**config.mk**
```make
export PLATFORM = sky130hd
export DESIGN_NAME = instr_realigner
export DESIGN_NICKNAME = d
export VERILOG_FILES = /design/src/rtl/instr_realigner.sv
export SDC_FILE = /design/constraint.sdc
export NUM_CORES = 1
export LEC_CHECK = 0
export BUFFER_PORTS_ARGS = -buffer_cell sky130_fd_sc_hd__buf_2
export CELL_PAD_IN_SITES_DETAIL_PLACEMENT = 0
export CELL_PAD_IN_SITES_GLOBAL_PLACEMENT = 1
export CORE_UTILIZATION = 38
export CTS_BUF_LIST = sky130_fd_sc_hd__clkbuf_4 sky130_fd_sc_hd__clkbuf_8
export DETAILED_ROUTE_END_ITERATION = 8
export PLACE_DENSITY_LB_ADDON = 0.1
export SLEW_MARGIN = 10
export SYNTH_ARGS = -nofsm -noshare
export SYNTH_HDL_FRONTEND = slang
export SYNTH_SLANG_ARGS = --single-unit
export TNS_END_PERCENT = 30
```
**constraint.sdc**
```tcl
create_clock -name clk -period 6.5 [get_ports clk]
set_input_delay 0.325 -clock clk [delete_from_list [all_inputs] [get_ports clk]]
set_output_delay 0.325 -clock clk [all_outputs]
set_load 0.01 [all_outputs]
```
**src/rtl/instr_realigner.sv**
```systemverilog
// instr_realigner: turns word-aligned 32-bit fetch words into a stream of
// bit-0-aligned instructions with their PCs. It handles compressed 16-bit
// instructions, 32-bit instructions straddling a word boundary, and redirects
// to halfword-aligned targets.
// Optional build macro: INSTR_REALIGNER_PERF_EN adds misalign_cnt_o, a
// saturating count of accepted word-straddling instructions.
module instr_realigner #(
  parameter logic [31:0] BOOT_ADDR = 32'h0000_0080
) (
  input  logic        clk,
  input  logic        rst,
  input  logic        fetch_valid_i,
  input  logic [31:0] fetch_rdata_i,
  output logic        fetch_ready_o,
  output logic        instr_valid_o,
  output logic [31:0] instr_aligned_o,
  output logic        instr_compressed_o,
  output logic [31:0] pc_o,
  input  logic        id_ready_i,
  input  logic        branch_i,
  input  logic [31:0] branch_addr_i
`ifdef INSTR_REALIGNER_PERF_EN
  ,
  output logic [31:0] misalign_cnt_o
`endif
);

  typedef enum logic [1:0] {
    ALIGNED,
    MISALIGNED,
    BRANCH_MIS
  } state_t;

  state_t      state;
  state_t      nxt_state;
  logic [15:0] r_h;
  logic [15:0] nxt_h;
  logic [31:0] r_pc;
  logic        valid;
  logic        ready;
  logic [31:0] aligned;
  logic        compressed;
  logic        discard;
  logic        accept;

  // Output selection and next-state decision from state, held halfword and fetch word
  always_comb begin
    valid     = 1'b0;
    ready     = 1'b0;
    aligned   = 32'h0;
    nxt_state = state;
    nxt_h     = r_h;
    discard   = 1'b0;
    if (!rst && !branch_i) begin
      case (state)
        ALIGNED: begin
          valid = fetch_valid_i;
          ready = id_ready_i;
          if (fetch_rdata_i[1:0] == 2'b11) begin
            aligned = fetch_rdata_i;
          end else begin
            aligned   = {16'h0, fetch_rdata_i[15:0]};
            nxt_state = MISALIGNED;
            nxt_h     = fetch_rdata_i[31:16];
          end
        end
        MISALIGNED: begin
          if (r_h[1:0] != 2'b11) begin
            valid     = 1'b1;
            aligned   = {16'h0, r_h};
            nxt_state = ALIGNED;
          end else begin
            valid   = fetch_valid_i;
            ready   = id_ready_i;
            aligned = {fetch_rdata_i[15:0], r_h};
            nxt_h   = fetch_rdata_i[31:16];
          end
        end
        BRANCH_MIS: begin
          if (fetch_rdata_i[17:16] != 2'b11) begin
            valid     = fetch_valid_i;
            ready     = id_ready_i;
            aligned   = {16'h0, fetch_rdata_i[31:16]};
            nxt_state = ALIGNED;
          end else begin
            ready     = fetch_valid_i;
            discard   = fetch_valid_i;
            nxt_h     = fetch_rdata_i[31:16];
            nxt_state = MISALIGNED;
          end
        end
        default: begin
          nxt_state = ALIGNED;
        end
      endcase
    end
  end

  assign compressed         = !rst && (aligned[1:0] != 2'b11);
  assign accept             = valid && id_ready_i;
  assign instr_valid_o      = valid;
  assign fetch_ready_o      = ready;
  assign instr_aligned_o    = aligned;
  assign instr_compressed_o = compressed;
  assign pc_o               = r_pc;

  // State, held halfword and PC advance on accept, redirect or discarded half-word fetch
  always_ff @(posedge clk) begin
    if (rst) begin
      state <= ALIGNED;
      r_h   <= 16'h0;
      r_pc  <= BOOT_ADDR;
    end else if (branch_i) begin
      r_pc  <= branch_addr_i & ~32'h1;
      state <= branch_addr_i[1] ? BRANCH_MIS : ALIGNED;
      r_h   <= 16'h0;
    end else if (accept) begin
      r_pc  <= r_pc + (compressed ? 32'd2 : 32'd4);
      state <= nxt_state;
      r_h   <= nxt_h;
    end else if (discard) begin
      state <= nxt_state;
      r_h   <= nxt_h;
    end
  end

`ifdef INSTR_REALIGNER_PERF_EN
  logic straddle;
  assign straddle = accept && (state == MISALIGNED) && (r_h[1:0] == 2'b11);

  // Saturating count of accepted instructions assembled across a word boundary
  always_ff @(posedge clk) begin
    if (rst) begin
      misalign_cnt_o <= 32'h0;
    end else if (straddle && (misalign_cnt_o != 32'hFFFF_FFFF)) begin
      misalign_cnt_o <= misalign_cnt_o + 32'd1;
    end
  end
`endif

endmodule

```
==> flow_metrics.py, run 1 <==
metrics = {
    "logic_synthesis": {
        "synth_top_area_cell": "dfxtp_1",
        "synth_compound_gate_area_share": 0.294,
        "synth_top_area_share": 0.286,
        "seq_area_frac_synth": 0.286,
        "yosysWarnings": 0,
        "ys.flop_type": "dfxtp_1",
        "synthDistinctLibCells": 56,
        "syn_nets": 548,
        "synthAdderAreaFrac": 0.0132,
        "synthSimpleGateAreaFrac": 0.327,
        "synth.area.mux_share": 0.00621,
        "synth_edf_count": 0,
        "synthXorXnorAreaFrac": 0.0128,
        "synth_top_family_by_area": "simple AND/OR/NAND/NOR gates",
        "synthArstFlopShare": 0,
        "synth-seq-cells": 49,
        "synth_area_um2": 3420,
        "synth_cells": 476,
        "synthTopCellsByArea": "dfxtp_1 (29%), nor2_1 (7.1%), a22oi_1 (6.4%)",
        "synth.avg_cell_area_um2": 7.19,
    },
    "critical_path": {
        "worstPathArrival_ns": 4.20,
        "crit_path_cell_trace": "clkinv_1 > nor3b_1 > a21oi_1 > o21ai_0 > a21o_1 > ha_1 > a21o_1 > and3_1 > nand4_1 > or4_1 > a311oi_1",
        "crit_top_cell": "a21o_1",
        "r2r-start": "state[1]",
        "slowest_stage": "clkinv_1",
        "critPathLaunch": "state[1]",
        "critPathCaptureType": "register",
        "crit_end": "pc_o[24]",
        "cp.depth": 11,
        "r2r_cells": 11,
        "required_ns": 6.71,
        "crit_fanout": 17,
        "regToRegSetupSlack_ns": 2.51,
        "slowest_delay_ns": 0.53,
        "r2r_end": "pc_o[24]",
        "cp-start-kind": "register",
        "cpLargestDelayFamily": "simple AND/OR/NAND/NOR gates",
        "timing_worst_setup_path_type": "reg2reg",
        "path_buf_inv": 1,
    },
    "finish": {
        "area_delta_synth_final_pct": 23.3,
        "final_common_cell": "buf_2",
        "final_cell_mix": "buf_2 (133), nor2_1 (65), dfxtp_1 (49)",
        "nFillCells": 919,
        "antenna_cells": 0,
        "layout-drive-gt1-share": 0.263,
        "final_core_util": 0.484,
        "design_area_um2": 4220,
        "final_net_count": 653,
    },
    "clock_network": {
        "htree_levels": 2,
        "clock-sinks": 49,
        "cts_setup_buffers": 0,
        "cts_made_buffers": 5,
        "clkTransAtPathRegs_ns": 0.10,
        "cts_tree": "built",
        "clk_path_buf_depth": 2,
        "clkLatencyLatePin_ns": 0.31,
        "cts-resized-gates": 0,
        "hold_buffers": 0,
        "clockRootBuffer": "clkbuf_8",
    },
    "drt": {
        "wire_per_inst_um": 16.9,
        "drc": 0,
        "routed_wl_mm": 11.7,
        "drt-initial-drc-count": 203,
        "ant_nets": 0,
        "route.vias.total": 4105,
        "drt_pass1_iterations": 5,
        "viasPerCell": 5.95,
    },
    "power_and_ir_drop": {
        "power_density_nw_per_um2": 173,
        "p_leak_nw": 1.81,
        "ir_worst_vdd_mv": 0.0788,
        "p_total_mw": 0.733,
    },
    "sta": {
        "hold_viol": 0,
        "worstMarginPinSlew_ns": 1.08,
        "fin_crit_ns": 3.99,
        "finalSetupViolCount": 0,
        "slew_headroom": 0.277,
        "hold-worst-slack_ns": 0.240,
        "tns_ns": 0,
        "rsz0062_at_grt": "no",
        "timing.fmax_ghz": 0.251,
        "period_share": 0.614,
        "drv_slew": 0,
        "skew_ns": 0.0118,
    },
    "global_routing": {
        "grt_pass1_vias": 3699,
        "grt_usage": 0.246,
        "grt_max_degree": 38,
        "grt.busiest_layer": "met1",
        "overflow": 0,
        "met3_usage": 0.0383,
        "use_met1": 0.371,
        "grtUsageMet2": 0.364,
        "antenna_found_initial": 0,
        "grt_pass1_wl_mm": 19.2,
    },
    "status": {
        "status": "finished, final reports clean",
    },
    "placement": {
        "dp_hpwl_mm": 8.03,
        "place.gp.congestion": 0.841,
        "placed_area_um2": 4100,
        "port_buffers": 133,
    },
    "floorplan": {
        "initial_utilization": 0.393,
        "core.rowCount": 34,
        "die_y_um": 96.9,
        "core_area_um2": 8720,
        "die-area_um2": 9400,
        "fp.dieW_um": 96.9,
        "pin_count": 136,
    },
    "job": {
        "max_cap_violations": 0,
    },
    "min_path": {
        "min_path_type": "in2reg",
    },
}
[area by class of cell]
type	count	area [um^2]	area share
tap	108	135	0.0320
clock inverter	1	30.0	0.00711
multi-input combinational	379	2250	0.533
inverter	7	26.3	0.00622
sequential	49	981	0.232
clock buffer	7	90.1	0.0213
timing repair buffer	139	711	0.168
[synthesized netlist by cell type, types with 3 or more instances]
cell type / count
nor4_1: 4
nor3b_1: 3
a21oi_1: 25
nor3_1: 6
o211ai_1: 23
or4_1: 6
xnor2_1: 3
a22oi_1: 29
nand2_1: 44
a211oi_1: 5
o2111a_1: 3
nor2_1: 65
and4_1: 8
nand4_1: 15
o31ai_1: 4
a31oi_1: 12
o21ai_0: 12
a311oi_1: 11
buf_2: 6
inv_1: 5
dfxtp_1: 49
and2_1: 6
clkbuf_1: 30
or3_1: 9
a211o_1: 3
and3_1: 10
nand3_1: 40
[registers in the layout, summed over array words and instances, names as in the netlist]
signal and flops:
r_h 16, state 2, pc_o 31
[metrics by stage]
step                      instances  setup WS, ns
final                           690          2.51
after global routing            690          2.17
after CTS                       690          2.51
after detailed placement        682          2.55
after global placement          682          2.68
after floorplan                 476          3.46
[worst register-to-register path, stage by stage (launching register included)]
cell	delay, ns
dfxtp_1	0.52
clkinv_1	0.54
nor3b_1	0.34
a21oi_1	0.05
o21ai_0	0.39
a21o_1	0.25
ha_1	0.15
a21o_1	0.21
and3_1	0.46
nand4_1	0.25
or4_1	0.44
a311oi_1	0.30
[worst min-delay path by stage]
stage                      start       end  cells past startpoint
6_report        branch_addr_i[7]   pc_o[7]                      3
3_5_place_dp              r_h[6]    r_h[6]                      2
5_1_grt        fetch_rdata_i[24]    r_h[8]                      3
4_1_cts         branch_addr_i[7]   pc_o[7]                      3
3_3_place_gp             r_h[15]   r_h[15]                      2
2_1_floorplan   branch_addr_i[1]  state[1]                      2
[where the power goes]
| group | switching [mW] | total [mW] | internal (mW) |
|---|---|---|---|
| sequential | 0.0210 | 0.335 | 0.314 |
| combinational | 0.0943 | 0.158 | 0.0637 |
| clock | 0.109 | 0.239 | 0.130 |
| total | 0.225 | 0.733 | 0.508 |
[logic make-up after synthesis]
logic type,Yosys count
AO/OA/AOI/OAI,143
XOR/XNOR,5
adder cells (fa/ha/maj),3
buffers and inverters,48
flip-flops,49
multiplexers,2
other,1
AND/OR/NAND/NOR,225
[routing by layer]
metal,wire [um],share of wire,vias up
met1,5680,0.49,1935
met4,82,0.0070,0
met2,5200,0.45,144
li1,-,-,2019
met5,0,0,-
met3,718,0.061,7
Note: power is estimated with default switching activity, not from simulation.
==> run 2: changes to the inputs <==
Settings changed: CORE_UTILIZATION 38 to 35.
Clock period 6.5 ns to 4 ns, I/O delays scaled along.
==> flow_metrics.py, run 2 (same netlist as run 1, synthesis figures left out) <==
metrics = {
    "sta": {
        "finalSetupViolCount": 0,
        "tns_ns": 0,
        "timing.fmax_ghz": 0.303,
        "worstMarginPinSlew_ns": 0.806,
        "hold_viol": 0,
        "rsz0062_at_grt": "no",
        "skew_ns": 0.0109,
        "slew_headroom": 0.460,
        "period_share": 0.826,
        "drv_slew": 0,
        "fin_crit_ns": 3.30,
    },
    "finish": {
        "design_area_um2": 4290,
        "final_net_count": 659,
        "area_delta_synth_final_pct": 25.3,
        "largest_reg_flops": 31,
        "final_cell_mix": "buf_2 (133), nor2_1 (65), dfxtp_1 (49)",
        "finalNonFillerCells": 717,
        "antenna_cells": 0,
        "final_common_cell": "buf_2",
        "layout-drive-gt1-share": 0.269,
    },
    "drt": {
        "drt-initial-drc-count": 157,
        "drt_pass1_iterations": 5,
        "viasPerCell": 5.81,
        "drc": 0,
        "routed_wl_mm": 12.2,
        "route.vias.total": 4163,
        "ant_nets": 0,
        "wire_per_inst_um": 17.0,
    },
    "power_and_ir_drop": {
        "p_seq_frac": 0.454,
        "clockPowerShare": 0.325,
        "switching_share": 0.307,
        "power_density_nw_per_um2": 279,
        "ir_worst_vdd_mv": 0.146,
        "p_leak_nw": 1.84,
        "combPwrFrac": 0.221,
        "p_int_mw": 0.829,
        "power.switching_mw": 0.367,
    },
    "clock_network": {
        "cts_setup_buffers": 0,
        "cts_made_buffers": 5,
        "htree_levels": 2,
        "clk_path_buf_depth": 2,
        "clockRootBuffer": "clkbuf_8",
        "hold_buffers": 0,
        "clkLatencyLatePin_ns": 0.31,
        "clock-sinks": 49,
        "cts-resized-gates": 0,
        "clkTransAtPathRegs_ns": 0.10,
        "cts_tree": "built",
    },
    "job": {
        "max_cap_violations": 0,
    },
    "placement": {
        "placed_area_um2": 4170,
        "place.gp.congestion": 0.835,
        "dp_hpwl_mm": 8.51,
        "dp_cells": 709,
        "port_buffers": 133,
    },
    "floorplan": {
        "die-area_um2": 10200,
        "die_y_um": 101,
        "pin_count": 136,
        "initial_utilization": 0.365,
        "fp.dieW_um": 101,
        "core_area_um2": 9370,
        "core.rowCount": 35,
    },
    "global_routing": {
        "overflow": 0,
        "grt_pass1_vias": 3755,
        "antenna_found_initial": 0,
        "grt_usage": 0.234,
        "grt_pass1_wl_mm": 19.0,
        "grt_max_degree": 35,
    },
    "critical_path": {
        "cp-start-kind": "register",
        "required_ns": 4.23,
        "critPathCaptureType": "register",
        "crit_fanout": 10,
        "worstPathArrival_ns": 3.53,
        "timing_worst_setup_path_type": "reg2reg",
    },
    "status": {
        "status": "finished, final reports clean",
    },
    "min_path": {
        "min_path_type": "in2reg",
    },
}
==> run 2: per-layer routing <==
metal	track usage	vias up	part of all wire
met4	0.0569	0	0.014
met3	0.0264	12	0.049
met2	0.385	132	0.45
met5	0	-	0
li1	-	2027	-
met1	0.326	1992	0.49
==> run 2: cell type report <==
| class | count | area, um^2 |
|---|---|---|
| Fill cell | 1018 | 5080 |
| Multi-Input combinational cell | 379 | 2250 |
| Sequential cell | 49 | 981 |
| Timing Repair Buffer | 145 | 756 |
| Tap cell | 129 | 161 |
| Clock buffer | 7 | 90.1 |
| Clock inverter | 1 | 30.0 |
| Inverter | 7 | 26.3 |
==> run 2: per-stage QoR <==
step	total power [mW]	util	worst slack (ns)	hold WS (ns)
3_5_place_dp	0.816	0.445	0.719	0.431
2_1_floorplan	0.699	-	0.958	0.303
4_1_cts	1.20	0.458	0.706	0.108
3_3_place_gp	0.812	0.445	0.796	0.427
6_report	1.20	0.458	0.697	0.114
5_1_grt	1.25	0.458	0.354	0.122
==> run 2: worst paths after layout <==
kind | start | to | slack (ns) | cells past startpoint
max | state[1] | pc_o[24] | 0.70 | 10
min | branch_addr_i[7] | pc_o[7] | 0.11 | 3
max reg2reg | state[1] | pc_o[24] | 0.70 | 10
min reg2reg | r_h[12] | r_h[12] | 0.49 | 2
==> run 2: power by group through the flow <==
| stage | Combinational, mW | Clock, mW | Sequential [mW] |
|---|---|---|---|
| after floorplan | 0.145 | 0 | 0.554 |
| after global placement | 0.259 | 0 | 0.553 |
| after detailed placement | 0.263 | 0 | 0.554 |
| after CTS | 0.264 | 0.398 | 0.543 |
| after global routing | 0.291 | 0.414 | 0.548 |
| final | 0.264 | 0.389 | 0.543 |
==> run 2: critical path, cell delays in order, from the launching register on <==
cell and delay (ns):
dfxtp_1 0.42, nor2b_1 0.42, a21oi_1 0.13, nor3_1 0.30
a21o_1 0.23, ha_1 0.15, a21o_1 0.21, and3_1 0.46
nand4_1 0.23, or4_1 0.43, a311oi_1 0.25
==> run 3: changes to the inputs <==
Settings changed: CORE_UTILIZATION 35 to 31.
Clock period 4 ns to 2.7 ns, I/O delays scaled along.
==> flow_metrics.py, run 3 (same netlist as run 1, synthesis figures left out) <==
metrics = {
    "global_routing": {
        "grt_pass1_vias": 3913,
        "antenna_found_initial": 0,
        "met3_usage": 0.0280,
        "grt_usage": 0.222,
        "grt.busiest_layer": "met2",
        "grt_pass1_wl_mm": 20.4,
        "grt_max_degree": 32,
        "grtUsageMet2": 0.351,
        "overflow": 0,
        "use_met1": 0.320,
    },
    "drt": {
        "viasPerCell": 5.67,
        "ant_nets": 0,
        "drc": 0,
        "wire_per_inst_um": 16.9,
        "drt-initial-drc-count": 275,
        "route.vias.total": 4229,
        "drt_pass1_iterations": 4,
        "routed_wl_mm": 12.6,
    },
    "clock_network": {
        "clkTransAtPathRegs_ns": 0.10,
        "cts_made_buffers": 5,
        "clkLatencyLatePin_ns": 0.32,
        "clockRootBuffer": "clkbuf_8",
        "clock-sinks": 49,
        "cts_tree": "built",
        "clk_path_buf_depth": 2,
        "htree_levels": 2,
        "cts_setup_buffers": 0,
    },
    "power_and_ir_drop": {
        "power.switching_mw": 0.558,
        "ir_worst_vdd_mv": 0.193,
        "switching_share": 0.332,
        "p_int_mw": 1.12,
        "clockPowerShare": 0.274,
        "power_density_nw_per_um2": 376,
        "combPwrFrac": 0.247,
        "p_leak_nw": 1.92,
        "p_seq_frac": 0.479,
    },
    "floorplan": {
        "core_area_um2": 10800,
        "core.rowCount": 38,
        "initial_utilization": 0.317,
        "pin_count": 136,
        "fp.dieW_um": 107,
        "die_y_um": 107,
        "die-area_um2": 11500,
    },
    "critical_path": {
        "crit_path_cell_trace": "nand2b_4 > a21oi_2 > a21oi_2 > nor3_4 > a21o_1 > ha_1 > a21o_1 > and3_1 > nand4_1 > or4_1 > a311oi_1",
        "critPathLaunch": "state[1]",
        "r2r-start": "state[1]",
        "slowest_stage": "or4_1",
        "slowest_delay_ns": 0.44,
        "cp-start-kind": "register",
        "timing_worst_setup_path_type": "reg2reg",
        "critPathCaptureType": "register",
        "regToRegSetupSlack_ns": 0.11,
        "r2r_end": "pc_o[24]",
        "worstPathArrival_ns": 2.81,
        "crit_end": "pc_o[24]",
        "r2r_cells": 11,
        "required_ns": 2.92,
        "crit_fanout": 6,
    },
    "sta": {
        "hold-worst-slack_ns": 0.0475,
        "drv_slew": 0,
        "timing.fmax_ghz": 0.386,
        "slew_headroom": 0.546,
        "hold_viol": 0,
        "worstMarginPinSlew_ns": 0.677,
        "finalSetupViolCount": 0,
        "rsz0062_at_grt": "yes",
        "period_share": 0.958,
        "skew_ns": 0.0147,
        "fin_crit_ns": 2.59,
    },
    "finish": {
        "final_core_util": 0.414,
        "multi_input_area_um2": 2300,
        "regArea_um2": 986,
        "area_delta_synth_final_pct": 30.5,
        "final_net_count": 677,
        "final_cell_mix": "buf_2 (133), nor2_1 (65), dfxtp_1 (47)",
        "antenna_cells": 0,
        "layout-drive-gt1-share": 0.315,
        "largest_reg_flops": 31,
        "final_common_cell": "buf_2",
        "nFillCells": 1199,
    },
    "job": {
        "max_cap_violations": 0,
    },
    "min_path": {
        "min_path_type": "in2reg",
    },
    "placement": {
        "dp_hpwl_mm": 9.22,
        "place.gp.congestion": 0.808,
        "port_buffers": 133,
    },
    "status": {
        "status": "finished, final reports clean",
    },
}
## run 3: changes by cell type in the layout (fill, tap and decap cells not counted), sizes merged
| cell | delta |
|---|---|
| buf | +18 |
| clkinv | +2 |
| clkbuf | -1 |
| bufinv | -1 |
## run 3: area by class of cell
cell class              instances  share of cell area
well taps                     140              0.0392
clock inverters                 2             0.00224
inverters                       7             0.00616
repair buffers                163               0.199
multi-input cells             379               0.515
clock buffers                   6              0.0171
flip-flops and latches         49               0.221
## run 3: worst min path at each step
stage                       from  cells past startpoint  endpoint
3_5_place_dp   branch_addr_i[15]                      3  pc_o[15]
6_report       branch_addr_i[15]                      3  pc_o[15]
3_3_place_gp    branch_addr_i[1]                      3  state[1]
5_1_grt        fetch_rdata_i[28]                      3   r_h[12]
2_1_floorplan   branch_addr_i[1]                      2  state[1]
4_1_cts         branch_addr_i[7]                      3   pc_o[7]
## run 3: layer usage
metal,vias to the layer above,part of all wire
li1,2068,-
met1,2022,0.49
met2,130,0.45
met3,9,0.053
met4,0,0.010
met5,-,0
## run 3: repair_timing
| item | CTS | global route |
|---|---|---|
| gates resized for setup | 2 | 5 |
| hold buffers | 0 | 0 |
| hold endpoints to repair | 0 | 0 |
| pin swaps | 0 | 3 |
| setup endpoints to repair | 2 | 14 |
## run 3: per-stage QoR
step                      setup slack, ns  instances  total power [mW]  area [um^2]  setup TNS (ns)
final                               0.113        746              1.68         4470               0
after global placement             0.0452        738              1.23         4360               0
after CTS                          0.0358        746              1.70         4450               0
after detailed placement          -0.0319        738              1.23         4360         -0.0319
after floorplan                  -0.00447        476              1.04         3470        -0.00447
after global routing              -0.0197        746              1.78         4470         -0.0329
## run 3: power by group through the flow
| stage | combinational [mW] | sequential [mW] | clock (mW) |
|---|---|---|---|
| CTS | 0.415 | 0.805 | 0.474 |
| detailed placement | 0.413 | 0.822 | 0 |
| finish | 0.415 | 0.806 | 0.461 |
| floorplan | 0.222 | 0.821 | 0 |
| global route | 0.462 | 0.813 | 0.500 |
| global placement | 0.410 | 0.821 | 0 |
## run 3: critical path, delay by kind of cell, from the launching register on
| kind | cells | cell delay (ns) |
|---|---|---|
| compound gates | 5 | 0.82 |
| fa+ha+maj | 1 | 0.29 |
| flops | 1 | 0.40 |
| simple gates | 5 | 0.99 |
